==> src/rtl/pea_pkg.sv <==
// Shared definitions for the PEA actor datapath and its firing scheduler:
// CFDF mode codes, scheduler state encoding and FIFO geometry.
package pea_pkg;

    localparam logic [1:0] SETUP_INSTR  = 2'b00;
    localparam logic [1:0] INSTR        = 2'b01;
    localparam logic [1:0] OUTPUT       = 2'b10;
    localparam logic [1:0] MODE_INVALID = 2'b11;

    // FIFO geometry shared with the PEA token buffers.
    localparam int BUFFER_SIZE = 16;
    localparam int WIDTH       = 16;

    typedef enum logic [2:0] {
        S_IDLE,
        S_CHECK,
        S_INVOKE,
        S_WAIT_FC,
        S_UPDATE,
        S_DONE,
        S_ERR
    } sched_state_t;

    function automatic logic is_legal_mode(input logic [1:0] mode);
        return mode != MODE_INVALID;
    endfunction

endpackage

==> src/rtl/pea_watchdog_counter.sv <==
// Clearable up-counter with an equality compare against a selectable limit;
// shared by the enable-stall check and the firing-complete timeout.
module pea_watchdog_counter #(
    parameter int CNT_W = 9
) (
    input  logic             clk,
    input  logic             rst,
    input  logic             clr,
    input  logic             inc,
    input  logic [CNT_W-1:0] limit,
    output logic             at_limit
);

    logic [CNT_W-1:0] count;

    always_ff @(posedge clk or posedge rst) begin
        if (rst) begin
            count <= '0;
        end else if (clr) begin
            count <= '0;
        end else if (inc) begin
            count <= count + CNT_W'(1);
        end
    end

    assign at_limit = (count == limit);

endmodule

==> src/rtl/pea_firing_scheduler.sv <==
// Sequences CFDF firings of the PEA actor: checks enable, pulses invoke,
// waits for fc, latches the next mode and counts firings up to a target.
//
// state     | meaning
// ----------+-----------------------------------------------------------
// S_IDLE    | waiting for start
// S_CHECK   | sampling enable for next_instr; stall watchdog running
// S_INVOKE  | one-cycle invoke pulse
// S_WAIT_FC | waiting for fc; timeout watchdog running
// S_UPDATE  | latch next_mode_in, count the firing, decide continue/done
// S_DONE    | one-cycle done pulse
// S_ERR     | timeout or invalid mode; held until abort or rst
module pea_firing_scheduler
    import pea_pkg::*;
#(
    parameter int FIRE_W      = 8,
    parameter int TIMEOUT     = 256,
    parameter int STALL_LIMIT = 64,
    parameter int CNT_W       = 9
) (
    input  logic              clk,
    input  logic              rst,
    input  logic              start,
    input  logic              abort,
    input  logic [FIRE_W-1:0] num_firings,
    input  logic              enable,
    input  logic              fc,
    input  logic [1:0]        next_mode_in,
    output logic              invoke,
    output logic [1:0]        next_instr,
    output logic              busy,
    output logic              done,
    output logic              stalled,
    output logic              err,
    output logic [FIRE_W-1:0] fire_count
);

    localparam logic [CNT_W-1:0] STALL_LIM   = CNT_W'(STALL_LIMIT - 1);
    localparam logic [CNT_W-1:0] TIMEOUT_LIM = CNT_W'(TIMEOUT - 1);

    sched_state_t      state, state_nxt;
    logic [FIRE_W-1:0] target, target_nxt;
    logic [FIRE_W-1:0] count_nxt;
    logic [FIRE_W-1:0] count_inc;
    logic [1:0]        instr_nxt;
    logic              stalled_nxt, err_nxt;
    logic              wd_clr, wd_inc, wd_at_limit;
    logic [CNT_W-1:0]  wd_limit;

    assign count_inc = fire_count + FIRE_W'(1);
    assign wd_limit  = (state == S_CHECK) ? STALL_LIM : TIMEOUT_LIM;

    pea_watchdog_counter #(.CNT_W(CNT_W)) u_watchdog (
        .clk      (clk),
        .rst      (rst),
        .clr      (wd_clr),
        .inc      (wd_inc),
        .limit    (wd_limit),
        .at_limit (wd_at_limit)
    );

    always_ff @(posedge clk or posedge rst) begin
        if (rst) begin
            state      <= S_IDLE;
            target     <= '0;
            fire_count <= '0;
            next_instr <= SETUP_INSTR;
            invoke     <= 1'b0;
            busy       <= 1'b0;
            done       <= 1'b0;
            stalled    <= 1'b0;
            err        <= 1'b0;
        end else begin
            state      <= state_nxt;
            target     <= target_nxt;
            fire_count <= count_nxt;
            next_instr <= instr_nxt;
            invoke     <= (state_nxt == S_INVOKE);
            busy       <= (state_nxt != S_IDLE);
            done       <= (state_nxt == S_DONE);
            stalled    <= stalled_nxt;
            err        <= err_nxt;
        end
    end

    always_comb begin
        state_nxt   = state;
        target_nxt  = target;
        count_nxt   = fire_count;
        instr_nxt   = next_instr;
        stalled_nxt = stalled;
        err_nxt     = err;
        wd_clr      = 1'b0;
        wd_inc      = 1'b0;

        case (state)
            S_IDLE: begin
                wd_clr = 1'b1;
                if (start) begin
                    target_nxt  = num_firings;
                    count_nxt   = '0;
                    stalled_nxt = 1'b0;
                    err_nxt     = 1'b0;
                    instr_nxt   = SETUP_INSTR;
                    state_nxt   = (num_firings == '0) ? S_DONE : S_CHECK;
                end
            end
            S_CHECK: begin
                if (enable) begin
                    wd_clr    = 1'b1;
                    state_nxt = S_INVOKE;
                end else if (wd_at_limit) begin
                    wd_clr      = 1'b1;
                    stalled_nxt = 1'b1;
                    state_nxt   = S_DONE;
                end else begin
                    wd_inc = 1'b1;
                end
            end
            S_INVOKE: begin
                wd_clr    = 1'b1;
                state_nxt = S_WAIT_FC;
            end
            S_WAIT_FC: begin
                // fc beats a coincident watchdog expiry
                if (fc) begin
                    wd_clr    = 1'b1;
                    state_nxt = S_UPDATE;
                end else if (wd_at_limit) begin
                    wd_clr    = 1'b1;
                    err_nxt   = 1'b1;
                    state_nxt = S_ERR;
                end else begin
                    wd_inc = 1'b1;
                end
            end
            S_UPDATE: begin
                wd_clr = 1'b1;
                if (is_legal_mode(next_mode_in)) begin
                    instr_nxt = next_mode_in;
                    count_nxt = count_inc;
                    state_nxt = (count_inc == target) ? S_DONE : S_CHECK;
                end else begin
                    err_nxt   = 1'b1;
                    state_nxt = S_ERR;
                end
            end
            S_DONE: begin
                wd_clr    = 1'b1;
                state_nxt = S_IDLE;
            end
            S_ERR: begin
                wd_clr = 1'b1;
            end
            default: begin
                wd_clr    = 1'b1;
                state_nxt = S_IDLE;
            end
        endcase

        // Abort discards whatever the current state was about to commit.
        if (abort && (state != S_IDLE)) begin
            state_nxt   = S_IDLE;
            target_nxt  = target;
            count_nxt   = fire_count;
            instr_nxt   = next_instr;
            stalled_nxt = stalled;
            err_nxt     = err;
            wd_clr      = 1'b1;
            wd_inc      = 1'b0;
        end
    end

endmodule

==> config.mk <==
export PLATFORM = sky130hd
export DESIGN_NAME = pea_firing_scheduler
export DESIGN_NICKNAME = d
export VERILOG_FILES = /design/src/rtl/pea_pkg.sv /design/src/rtl/pea_watchdog_counter.sv /design/src/rtl/pea_firing_scheduler.sv
export SDC_FILE = /design/constraint.sdc
export NUM_CORES = 1
export LEC_CHECK = 0
export ABC_AREA = 1
export CAP_MARGIN = 10
export CORE_MARGIN = 4
export CORE_UTILIZATION = 55
export CTS_BUF_LIST = sky130_fd_sc_hd__clkbuf_4 sky130_fd_sc_hd__clkbuf_8 sky130_fd_sc_hd__clkbuf_16
export CTS_CLUSTER_DIAMETER = 80
export DETAILED_ROUTE_END_ITERATION = 12
export MAX_ROUTING_LAYER = met4
export PLACE_DENSITY_LB_ADDON = 0.3
export SYNTH_ARGS = -nofsm -noshare
export SYNTH_HDL_FRONTEND = slang
export SYNTH_HIERARCHICAL = 1
export SYNTH_SLANG_ARGS = --single-unit
==> constraint.sdc <==
create_clock -name clk -period 4.1 [get_ports clk]
set_input_delay 0.82 -clock clk [delete_from_list [all_inputs] [get_ports clk]]
set_output_delay 0.82 -clock clk [all_outputs]
set_load 0.005 [all_outputs]
==> impl_metrics.yaml <==
clocking:
  cts_resized: 0
  post_cts_buffers: 0
  cts-root-buf: "sky130_fd_sc_hd__clkbuf_8"
  cts.clk_slew.worst_paths_ns: 0.07
  cts-root-to-sink-buffers: 2
  clock_sink_count: 35
  cts_buffer_count: 5
  clkLatencyLatePin_ns: 0.29
  cts_tree: "yes"
  h-tree-depth: 2
  cts_hold_bufs: 0
hold_path:
  min-delay-path-class: "flip-flop to flip-flop"
global_route:
  largest_net_degree_at_the_start_of_global_routing: 27
  track_usage_pct: 21.4
  first_global_vias: 1841
  antenna_found_initial: 0
  grt_first_pass_wirelength_um: 8130
  grt.overflow.total: 0
logic_synthesis:
  synth_seq_area_share_pct: 41.3
  ys_async_sr_fraction_pct: 100
  syn-instance-count: 291
  yosys.cell_types.count: 32
  dominantRegCellSynth: "sky130_fd_sc_hd__dfrtp_1"
  postSynthRegisterBits: 35
  count_of_flip_flops_with_a_built_in_enable_after_synthesis: 0
  netlist_area_sq_um: 2120
  yosys_warnings: 6
  post_synth.cell_area_avg_sq_um: 7.28
timing:
  timing_worst_slew_pin_value_ns: 0.998
  final.min_clock_period_ns: 2.72
  report.final.setup_viol: 0
  period_share_pct: 66.3
  rsz0062_at_grt: "false"
  slew_headroom_pct: 33.4
  clock_skew_ns: 0.00585
  hold_viol: 0
  fmax_mhz: 368
  maxSlewViolCount: 0
  finalSetupTns_ns: 0
  hold_slack_final_ns: 0.524
cells_and_area:
  layout_overhead_on_the_synthesized_area_pct: 22.1
  layout-drive-gt1-share_pct: 10.3
  layoutNonFillerInstCount: 378
  design.final.nets: 347
  finish.utilization_pct: 70.1
  antenna-diode-count: 0
floorplanning:
  fp.dieArea_sq_um: 4910
  floorplan.rows: 22
  fp.dieW_um: 70.1
  number_of_top_level_design_ports: 31
  core_area_sq_um: 3690
  initial_utilization_pct: 57.5
  chipHeight_um: 70.1
placement:
  place.detailed.hpwl_um: 3630
  placement.io_buffers: 30
  globalplace.congestion: 0.836
  dpl.cell_count: 370
setup_path:
  critPathKind: "flip-flop to flip-flop"
  critPathMostFrequentCell: "sky130_fd_sc_hd__inv_1"
  timing.critical_path.slowest_cell_delay_ns: 0.48
  cp_max_fo: 10
  worstPathRequired_ns: 4.29
  worstPathCellList: "inv_2 > nand3_1 > xor2_1 > nor2_1 > nand3_1 > nor2_1 > inv_1 > o211ai_1 > inv_1 > nor2_2 > nor2_4 > nand4_1 > nand2_1 > inv_1 > nor2_2"
  critPathCaptureType: "flip-flop"
  critPathLaunchType: "flip-flop"
  worst-endpoint-arrival_ns: 2.90
  timing.critical_path.slowest_stage_cell: "sky130_fd_sc_hd__dfrtp_1"
route:
  drt_pre_antenna_iters: 4
  antenna_violation_net_count_after_detailed_routing: 0
  initialDrtViolationCount: 170
  avgViaCountPerCell: 5.18
  vias: 1957
  wl_um: 4830
  wire_per_inst_um: 12.8
  drcViolationCount: 0
power:
  power.density_cell_area_nw_per_um2: 510
  totalPowerFinal_uw: 1320
  power.ir.vdd_worst_v: 0.000312
  p_leak_uw: 0.00122
run_status:
  status: "finished clean"
flow_run:
  maximum_capacitance_violations: 0
## worst max-delay path, delay by kind of cell, from the launching register on
| family | cells | cell delay [ns] |
|---|---|---|
| XOR/XNOR | 1 | 0.20 |
| flip-flops | 1 | 0.48 |
| AO/OA/AOI/OAI | 1 | 0.25 |
| AND/OR/NAND/NOR | 9 | 1.16 |
| buffers and inverters | 4 | 0.52 |
## state kept, by name, summed over array words and instances (netlist names)
| signal | flops |
|---|---|
| next_instr | 2 |
| done | 1 |
| busy | 1 |
| state | 3 |
| stalled | 1 |
| fire_count | 8 |
| err | 1 |
| invoke | 1 |
| target | 8 |
| u_watchdog/count | 9 |
## worst paths after layout
check	start	end	slack (ns)	depth (start not counted)
setup reg to reg	state[2]	u_watchdog/count[5]	1.38	15
setup / recovery	state[2]	u_watchdog/count[5]	1.38	15
hold / removal	target[6]	target[6]	0.52	2
hold reg to reg	target[6]	target[6]	0.52	2
min in group asynchronous	rst	u_watchdog/count[1]	0.82	2
max in group asynchronous	rst	target[6]	2.40	2
## final cells by class
type                            instances  area [sq um]
Sequential cell                        35           876
Multi-Input combinational cell        213          1070
Timing Repair Buffer                   30           300
Fill cell                             308          1100
Tap cell                               48          60.1
Clock inverter                          2          35.0
Clock buffer                            6          82.6
Inverter                               44           165
## metrics by stage
stage / instance area (sq um) / setup WS, ns
6_report: 2590 / 1.38
5_1_grt: 2590 / 1.18
4_1_cts: 2590 / 1.40
3_5_place_dp: 2470 / 1.43
3_3_place_gp: 2470 / 1.54
2_1_floorplan: 2140 / 1.93
## logic make-up after synthesis
family                     synth area share (%)
adders and majority gates                  1.18
DFF                                        41.3
buffers and inverters                      9.15
and+or+nand+nor                            34.5
xor gates and xnor gates                   4.13
other                                     0.354
AOI/OAI and AO/OA                          9.33
## per-layer routing
metal	wire length [um]	GRT usage [%]	vias up
li1	-	-	994
met4	35	5.96	0
met2	2560	36.8	54
met3	253	5.18	5
met1	1980	24.9	904
met5	0	-	-
## where the power goes
| part | internal, uW | leakage, uW | total (uW) | switching [uW] |
|---|---|---|---|---|
| clock network | 197 | 0.0000612 | 321 | 124 |
| registers | 430 | 0.000461 | 487 | 56.7 |
| logic | 201 | 0.000695 | 512 | 310 |
| total | 828 | 0.00122 | 1320 | 491 |
## cell usage in the layout (no fill, tap or decap), types with 5 or more instances in the layout
| cell | instances |
|---|---|
| sky130_fd_sc_hd__xnor2_1 | 6 |
| sky130_fd_sc_hd__o21ai_0 | 11 |
| sky130_fd_sc_hd__inv_2 | 7 |
| sky130_fd_sc_hd__nand4_1 | 7 |
| sky130_fd_sc_hd__clkdlybuf4s50_1 | 30 |
| sky130_fd_sc_hd__conb_1 | 7 |
| sky130_fd_sc_hd__a21oi_1 | 10 |
| sky130_fd_sc_hd__clkbuf_8 | 6 |
| sky130_fd_sc_hd__dfrtp_1 | 35 |
| sky130_fd_sc_hd__nor2_2 | 7 |
| sky130_fd_sc_hd__nor2_1 | 29 |
| sky130_fd_sc_hd__o22ai_1 | 5 |
| sky130_fd_sc_hd__nand2_1 | 80 |
| sky130_fd_sc_hd__inv_1 | 37 |
| sky130_fd_sc_hd__nand3_1 | 23 |
## synthesized netlist by cell type (2+ instances only)
| cell type | instances | share of area, % |
|---|---|---|
| sky130_fd_sc_hd__a21oi_1 | 10 | 2.4 |
| sky130_fd_sc_hd__buf_2 | 2 | 0.47 |
| sky130_fd_sc_hd__conb_1 | 2 | 0.35 |
| sky130_fd_sc_hd__dfrtp_1 | 35 | 41 |
| sky130_fd_sc_hd__ha_1 | 2 | 1.2 |
| sky130_fd_sc_hd__inv_1 | 37 | 6.6 |
| sky130_fd_sc_hd__inv_2 | 7 | 1.2 |
| sky130_fd_sc_hd__nand2_1 | 80 | 14 |
| sky130_fd_sc_hd__nand2_2 | 2 | 0.59 |
| sky130_fd_sc_hd__nand3_1 | 23 | 5.4 |
| sky130_fd_sc_hd__nand3_2 | 2 | 0.94 |
| sky130_fd_sc_hd__nand4_1 | 7 | 2.1 |
| sky130_fd_sc_hd__nor2_1 | 29 | 5.1 |
| sky130_fd_sc_hd__nor2_2 | 7 | 2.1 |
| sky130_fd_sc_hd__nor2_4 | 4 | 2.1 |
| sky130_fd_sc_hd__nor3_1 | 3 | 0.71 |
| sky130_fd_sc_hd__o21ai_0 | 11 | 2.6 |
| sky130_fd_sc_hd__o21ai_1 | 2 | 0.47 |
| sky130_fd_sc_hd__o22ai_1 | 5 | 1.5 |
| sky130_fd_sc_hd__xnor2_1 | 6 | 2.5 |
| sky130_fd_sc_hd__xor2_1 | 4 | 1.7 |
Note: power is estimated with default switching activity, not from simulation.
==> patch, RTL diff (same settings) <==
Add an input register stage for `next_mode_in`; this delays it by one clock. The other inputs are not delayed to match.
--- a/src/rtl/pea_firing_scheduler.sv
+++ b/src/rtl/pea_firing_scheduler.sv
@@ -37,6 +37,12 @@
 
     localparam logic [CNT_W-1:0] STALL_LIM   = CNT_W'(STALL_LIMIT - 1);
     localparam logic [CNT_W-1:0] TIMEOUT_LIM = CNT_W'(TIMEOUT - 1);
+
+    logic [1:0] next_mode_q;
+
+    always_ff @(posedge clk) begin
+        next_mode_q <= next_mode_in;
+    end
 
     sched_state_t      state, state_nxt;
     logic [FIRE_W-1:0] target, target_nxt;
@@ -136,8 +142,8 @@
             end
             S_UPDATE: begin
                 wd_clr = 1'b1;
-                if (is_legal_mode(next_mode_in)) begin
-                    instr_nxt = next_mode_in;
+                if (is_legal_mode(next_mode_q)) begin
+                    instr_nxt = next_mode_q;
                     count_nxt = count_inc;
                     state_nxt = (count_inc == target) ? S_DONE : S_CHECK;
                 end else begin
Check against the original RTL: not equivalent (a bounded check fails within 10 cycles, from zero or initial values and one cycle with rst high).
==> patch against the unedited design <==
Worst setup slack improved by 210 ps. Routed wire length down 3.2%. Synthesized area grew 1.4%. Design area grew 0.77%. Sequential cell count grew 2. Power is 7.2% lower. First-iteration DRC count shrank 41%.
==> patch: results (changes against the unedited design) <==
* Async SR Flop Fraction at 94.6% (-5.4 points)
* Non-clock inverters at 45 (+2.3%)
* Adder-cell area share of the yosys netlist at 1.16% (-0.016 points)
* Crit-path max cell delay at 460 ps (-20 ps)
* Worst Tran Pin Value at 1030 ps (+28.5 ps)
* Filler cells at 322 (+4.5%)
* Post-synthesis sequential area ratio at 42.6% (+1.3 points)
* Vias per cell at 5.13 (-0.94%)
* Clock buffer depth at 2 (unchanged)
* Multi-input gate share of the layout cell area at 40.8% (-0.51 points)
* 1st-iter DRT viols at 101 (-41%)
* Outcome: completed
* Switching Fraction at 37.3% (+0.046 points)
* Synth Area in XOR/XNOR at 4.48% (+0.35 points)
* Postcts setup bufs at 0 (unchanged)
* CP max FO at 10 (unchanged)
* IR drop worst, VDD at 0.261 mV (-16%)
* Multi-In Gates at 206 (-3.3%)
* Initial antenna violation count at 0 (unchanged)
* Area contributors post-synth: dfrtp_1 (41%), nand2_1 (13%), nand3_1 (6.5%)
* ClkCell Share at 3.74% (-0.80 points)
* Synth Area in Compound Gates at 7.57% (-1.8 points)
* Slowest-stage cell, CP: dfrtp_1
* WP data arrival at 2690 ps (-210 ps)
* # nets final at 343 (-1.2%)
* Total routed wirelength at 4.68 mm (-3.2%)
* Combinational fraction of design power at 37.5% (-1.3 points)
* M1 GR Usage at 24.1% (-0.77 points)
* P_clk at 0.280 mW (-13%)
* Min-Delay Startpoint: next_mode_q[1]
* Seq_cells at 37 (+5.7%)
* Post-synth cell types at 34 (+6.3%)
* Layout non-clock buf frac at 11.5% (-0.089 points)
* PortBufs at 30 (unchanged)
* Final Wtd Congestion at 0.879 (+5.2%)
* Static leakage at 1.25 nW (+2.4%)
* Met2 usage at 33.7% (-3.2 points)
* Met3 usage at 6.04% (+0.86 points)
* Leading cell types by count after synthesis: nand2_1 (75), inv_1 (36), dfrtp_1 (35)
* Power in combinational cells at 0.459 mW (-10%)
* Non-clock buffers at 30 (unchanged)
* Fraction of layout cells with a size suffix above 1 at 10.7% (+0.43 points)
patch: changes by cell type after synthesis, moves of 2 or more:
cell,delta
nor2_1,+3
a21oi_1,-3
nor3_4,+2
nor2_2,-3
nand2_1,-5
dfxtp_1,+2
nand3_1,+5
o21ai_0,-6
patch: layer usage:
metal	share of wire (%)	up-vias
met2	50	42
met3	5.0	8
met4	1.2	0
li1	-	980
met1	44	888
met5	0	-
patch: stage by stage:
stage               instances  cell area [um2]  setup WS, ps
CTS                       374             2610          1600
global route              374             2610          1330
finish                    374             2610          1590
global placement          366             2510          1620
detailed placement        366             2510          1560
floorplan                 291             2170          1970
patch: worst paths after layout:
kind / to / slack, ps / cells after the start
min: next_instr[1] / 480 / 2
max: u_watchdog/count[7] / 1590 / 15
max reg2reg: u_watchdog/count[7] / 1590 / 15
min in group asynchronous: u_watchdog/count[6] / 810 / 2
min reg2reg: next_instr[1] / 480 / 2
max in group asynchronous: done / 2370 / 2
